`src/rtl/usr_deser.sv`:
```
// Serial-to-parallel receiver for a universal shift register stream.
// Rebuilds LSB-first or MSB-first frames and offers each word on a one-deep valid/ready buffer.
module usr_deser #(
   parameter int WIDTH = 8
) (
   input  logic                           i_clk,
   input  logic                           i_rst,
   input  logic                           i_ser_in,
   input  logic                           i_ser_valid,
   input  logic                           i_dir,
   input  logic                           i_clr,
   output logic [WIDTH-1:0]               o_par_out,
   output logic                           o_out_valid,
   input  logic                           i_out_ready,
   output logic                           o_busy,
   output logic [$clog2(WIDTH+1)-1:0]     o_bit_cnt,
   output logic                           o_overrun
);

   localparam int CW = $clog2(WIDTH+1);

   localparam logic [0:0] S_IDLE   = 1'b0;
   localparam logic [0:0] S_ACTIVE = 1'b1;

   logic [0:0]       r_state;
   logic [WIDTH-1:0] r_sreg;
   logic [CW-1:0]    r_bit_cnt;
   logic             r_fdir;
   logic [WIDTH-1:0] r_par_out;
   logic             r_out_valid;
   logic             r_overrun;

   logic             w_fdir;
   logic [WIDTH-1:0] w_sreg_next;
   logic             w_last;
   logic             w_drain;
   logic             w_complete;
   logic             w_load;

   // Frame direction is taken from i_dir only on the first bit of a frame.
   always_comb begin
      w_fdir      = r_fdir;
      w_sreg_next = r_sreg;
      if (r_state == S_IDLE) begin
         w_fdir = i_dir;
      end else begin
         w_fdir = r_fdir;
      end
      if (w_fdir) begin
         w_sreg_next = {r_sreg[WIDTH-2:0], i_ser_in};
      end else begin
         w_sreg_next = {i_ser_in, r_sreg[WIDTH-1:1]};
      end
   end

   assign w_last     = (r_bit_cnt == CW'(WIDTH-1));
   assign w_drain    = r_out_valid && i_out_ready;
   assign w_complete = i_ser_valid && !i_clr && w_last;
   assign w_load     = w_complete && (!r_out_valid || w_drain);

   // Frame assembly, bit counting and the sticky overrun flag.
   always_ff @(posedge i_clk) begin
      if (i_rst) begin
         r_state   <= S_IDLE;
         r_sreg    <= '0;
         r_bit_cnt <= '0;
         r_fdir    <= 1'b0;
         r_overrun <= 1'b0;
      end else if (i_clr) begin
         r_state   <= S_IDLE;
         r_sreg    <= '0;
         r_bit_cnt <= '0;
         r_overrun <= 1'b0;
      end else if (i_ser_valid) begin
         r_fdir <= w_fdir;
         r_sreg <= w_sreg_next;
         if (w_last) begin
            r_bit_cnt <= '0;
            r_state   <= S_IDLE;
            if (!w_load) begin
               r_overrun <= 1'b1;
            end
         end else begin
            r_bit_cnt <= r_bit_cnt + CW'(1);
            r_state   <= S_ACTIVE;
         end
      end
   end

   // Output buffer: clr leaves it alone, a drain and a reload may share one edge.
   always_ff @(posedge i_clk) begin
      if (i_rst) begin
         r_par_out   <= '0;
         r_out_valid <= 1'b0;
      end else if (w_load) begin
         r_par_out   <= w_sreg_next;
         r_out_valid <= 1'b1;
      end else if (w_drain) begin
         r_out_valid <= 1'b0;
      end
   end

   assign o_par_out   = r_par_out;
   assign o_out_valid = r_out_valid;
   assign o_busy      = (r_state == S_ACTIVE);
   assign o_bit_cnt   = r_bit_cnt;
   assign o_overrun   = r_overrun;

endmodule
```
`config.mk`:
```
export PLATFORM = sky130hd
export DESIGN_NAME = usr_deser
export DESIGN_NICKNAME = d
export VERILOG_FILES = /design/src/rtl/usr_deser.sv
export SDC_FILE = /design/constraint.sdc
export NUM_CORES = 1
export LEC_CHECK = 0
export BUFFER_PORTS_ARGS = -buffer_cell sky130_fd_sc_hd__buf_4
export CORE_MARGIN = 2
export CORE_UTILIZATION = 35
export DETAILED_ROUTE_END_ITERATION = 10
export HOLD_SLACK_MARGIN = 0.03
export MAX_ROUTING_LAYER = met4
export PLACE_DENSITY_LB_ADDON = 0.1
export SLEW_MARGIN = 10
export SYNTH_ARGS = -nofsm -noshare
export SYNTH_HDL_FRONTEND = slang
export SYNTH_SLANG_ARGS = --single-unit
```
`constraint.sdc`:
```
create_clock -name i_clk -period 1.7 [get_ports i_clk]
set_input_delay 0.17 -clock i_clk [delete_from_list [all_inputs] [get_ports i_clk]]
set_output_delay 0.17 -clock i_clk [all_outputs]
set_load 0.02 [all_outputs]
```
==> summary by stage <==
Synth
Synthesis inferred 24 register bits. Of the synthesized area, sequential elements account for 0.478. The number of different library cells in the post-synthesis netlist is 23.

The Yosys step of the flow raised 0 warnings. The average footprint of a synthesized cell is 10.1 um^2. The mapped cell area is 1010 um^2. In the synthesized netlist, the number of instances is 100.

The post-synth net total is 108.

Flow run
The max capacitance violation total is 0.

Clocking
The tree is rooted in a sky130_fd_sc_hd__clkbuf_4. In this run the number of H-tree levels came out at 1. In this run, CTS created clock tree buffers numbering 3.

Clock tree synthesis found a total of 24 sinks. At the later pin of the worst-skew pair, clock insertion delay measures 310 ps. In this run the post-CTS setup repair buffer count came out at 0. Clock-pin slew was measured on the worst setup and hold paths at 140 ps.

In this run the deepest clock path goes through 2 buffers. Once the clock tree was built, the resizer swapped 0 gates to a different size. The CTS tree is done.

The number of buffers inserted by hold repair at cts is 0.

Die
The die span in x is 57.6 um. After floorplanning, the core was divided into 19 placement rows. Pin placement for this block handled 22 I/O pins. From bottom edge to top edge, the die measures 57.6 um. The core box area is 2730 um^2.

For this configuration, the core starts out at a cell density of 0.368. The floorplan step defined a die boundary enclosing 3320 um^2.

Critical path
The signal on the critical path passes through mux2i_4 > mux2i_1 > a211oi_2. Data on the critical path arrives at its endpoint at 1710 ps. STA classifies the critical path endpoint as a register. The highest net fanout along the worst path is 9. The endpoint required time on the critical path is 1890 ps. The biggest cell delay along the critical path is 470 ps. The endpoint of the worst register-to-register path is o_par_out[1]. The startpoint identified for the worst register-to-register timing path is o_busy. The launching element type of the critical path is a register.

The register-to-register setup slack is 180 ps. The largest individual stage delay along the critical path comes from the cell sky130_fd_sc_hd__mux2i_4. The depth of the worst register-to-register path is 3. The category of the most critical setup path is register to register.

Timing
The fmax is 659 MHz. The final setup TNS is 0 ps. The number of pins exceeding their max-slew limit in the final report came to 0.

The number of failing hold endpoints at the final stage was 0. The transition at the pin with the smallest max-transition slack is 428 ps. Setup repair after global routing left no endpoint under its margin. Setup violations remaining at the end of the flow were counted as 0.

The time the final worst path needs with I/O delays and setup is 1520 ps. The worst setup skew after layout is 9.56 ps. Measured against its own limit, the worst slew margin works out to 0.709. The post-route fraction of the period consumed by the critical path is 0.892.

Place
The count of buffers added on input and output ports is 21. At the end of routability-driven placement, the weighted congestion stood at 0.688. The placement-stage cell area is 1190 um^2. Once detailed placement completed, the half-perimeter wirelength came to 1620 um.

Worst hold path
The class of the tightest hold or removal check is input pin to register. The hold-critical path endpoint is o_par_out[3]. The worst hold path passes through 2 cells. In this run the most critical hold path is launched from i_rst.

Detailed routing
The detailed router placed 821 vias in this run. After detailed routing, the number of vias per cell comes to 5.44. The first detailed-routing pass took 4 iterations. The number of DRC violations after detailed-routing iteration 0 is 20. After detailed routing, the number of remaining DRC violations is 0. Dividing the detail-routed wire length by the instance count gives 14.7 um. The remaining number of nets flagged by the antenna check after routing is 0. The sum of routed wire length over all layers is 2220 um.

Power
The share of total power dissipated in sequential elements is 0.537. IR analysis of the VDD net gives a maximum drop of 0.000418 V. The share of total power dissipated in the clock network is 0.380.

Of the total power, the share spent switching nets is 0.217. The net switching power is 236 uW. The internal portion of the total power is 849 uW. The areal power density over the cells is 873 nW/um^2. In this run the static leakage power is 0.493 nW. The share of total power dissipated in combinational logic is 0.083.

Global routing
The number of global-route vias before repair is 779. For this run, the total global-route usage over all layers was measured as 0.155. After global routing the overflow that remains totals 0. The wire length of the first global-routing pass is 3880 um.

The initial antenna violation count was 0. The pin count of the biggest net entering global routing is 25.

Finish
Of the cells placed in the final design, the portion with a size suffix greater than 1 is 0.317. After the last flow step, the layout net total stands at 129. The filler cell count in the final layout is 259. The repair_antennas step left the layout with diodes totalling 0. From synthesis to final layout, the design area changed by 23.6%. The finished cells cover 1240 um^2.

Outcome
The flow ran to the end, and the final reports show no timing, DRC or antenna violations.
## placed cells by master, fill, tap and decap left out, drive strengths merged
cell type  instances
or3                1
ha                 1
and4b              1
or2                1
dfxtp             24
clkbuf             3
nand2              3
nand2b             1
a21oi             11
o21ai              8
xor2               1
and3               1
nor2               5
nor3               2
inv                2
nand4              1
buf               24
bufinv             1
a31oi              9
a311oi             1
xnor2              1
mux2i             10
a211oi             8
## logic make-up after synthesis
logic type	share of synthesized area
simple gates	0.0809
compound gates	0.259
buf+inv	0.0410
xor+xnor	0.0174
mux	0.112
fa+ha+maj	0.0124
flops	0.478
## power by group through the flow
stage          sequential (mW)  combinational, mW  clock (mW)
3_3_place_gp             0.595             0.0896           0
6_report                 0.583             0.0898       0.412
4_1_cts                  0.583             0.0900       0.423
2_1_floorplan            0.597             0.0568           0
5_1_grt                  0.586              0.100       0.449
3_5_place_dp             0.596             0.0893           0
## flip-flops by register name (all words and copies together) (netlist names)
name	count
o_bit_cnt	4
o_busy	1
o_out_valid	1
o_overrun	1
o_par_out	8
r_fdir	1
r_sreg	8
## per-stage QoR
stage	util	std cells	worst slack [ps]	hold WS (ps)	power, mW
2_1_floorplan	-	100	212	372	0.654
3_3_place_gp	0.436	147	194	461	0.685
3_5_place_dp	0.436	147	201	469	0.685
4_1_cts	0.455	151	166	125	1.10
5_1_grt	0.455	151	57.1	131	1.13
6_report	0.455	151	183	132	1.09
## worst max-delay path: cells and delay by family (launching register included)
| family | cells | cell delay [ps] |
|---|---|---|
| AO/OA/AOI/OAI | 1 | 120 |
| flip-flops | 1 | 430 |
| multiplexers | 2 | 850 |
## final cells by class
type	count	area, um^2	area share
inverters	2	7.51	0.00604
clock buffers	3	22.5	0.0181
repair buffers	24	180	0.145
well taps	31	38.8	0.0312
flip-flops and latches	24	480	0.386
clock inverters	1	30.0	0.0241
multi-input cells	66	484	0.389
## cells in the mapped netlist
master                     number  area (um^2)
sky130_fd_sc_hd__inv_1          2         7.51
sky130_fd_sc_hd__or3_1          1         6.26
sky130_fd_sc_hd__nand2b_1       1         6.26
sky130_fd_sc_hd__ha_1           1         12.5
sky130_fd_sc_hd__a211oi_2       8          100
sky130_fd_sc_hd__clkbuf_1       5         18.8
sky130_fd_sc_hd__buf_2          3         15.0
sky130_fd_sc_hd__a311oi_1       1         8.76
sky130_fd_sc_hd__nand2_1        3         11.3
sky130_fd_sc_hd__and4b_1        1         10.0
sky130_fd_sc_hd__a31oi_1        9         56.3
sky130_fd_sc_hd__or2_2          1         6.26
sky130_fd_sc_hd__a21oi_1       11         55.1
sky130_fd_sc_hd__nor3_1         2         10.0
sky130_fd_sc_hd__nor2_1         5         18.8
sky130_fd_sc_hd__xnor2_1        1         8.76
sky130_fd_sc_hd__xor2_1         1         8.76
sky130_fd_sc_hd__and3_1         1         6.26
sky130_fd_sc_hd__o21ai_0        8         40.0
sky130_fd_sc_hd__dfxtp_1       24          480
sky130_fd_sc_hd__nand4_1        1         6.26
sky130_fd_sc_hd__mux2i_4        1         22.5
sky130_fd_sc_hd__mux2i_1        9         90.1
## how the worst max path moves through the flow
| stage | from | to | slack [ps] | depth (start not counted) |
|---|---|---|---|---|
| after floorplan | o_bit_cnt[0] | o_par_out[6] | 210 | 5 |
| after global placement | o_busy | o_par_out[3] | 190 | 3 |
| after detailed placement | o_bit_cnt[0] | o_par_out[0] | 200 | 4 |
| after CTS | o_busy | o_par_out[1] | 170 | 3 |
| after global routing | o_bit_cnt[0] | o_par_out[5] | 60 | 4 |
| final | o_busy | o_par_out[1] | 180 | 3 |
## per-layer routing
layer / up-vias / global-route usage / share of wire
met2: 18 / 0.214 / 0.46
met1: 393 / 0.226 / 0.49
met4: 0 / 0.0598 / 0.0072
li1: 408 / - / -
met3: 2 / 0.0246 / 0.049
met5: - / - / 0
No activity file was read; power rests on OpenSTA's default activity.
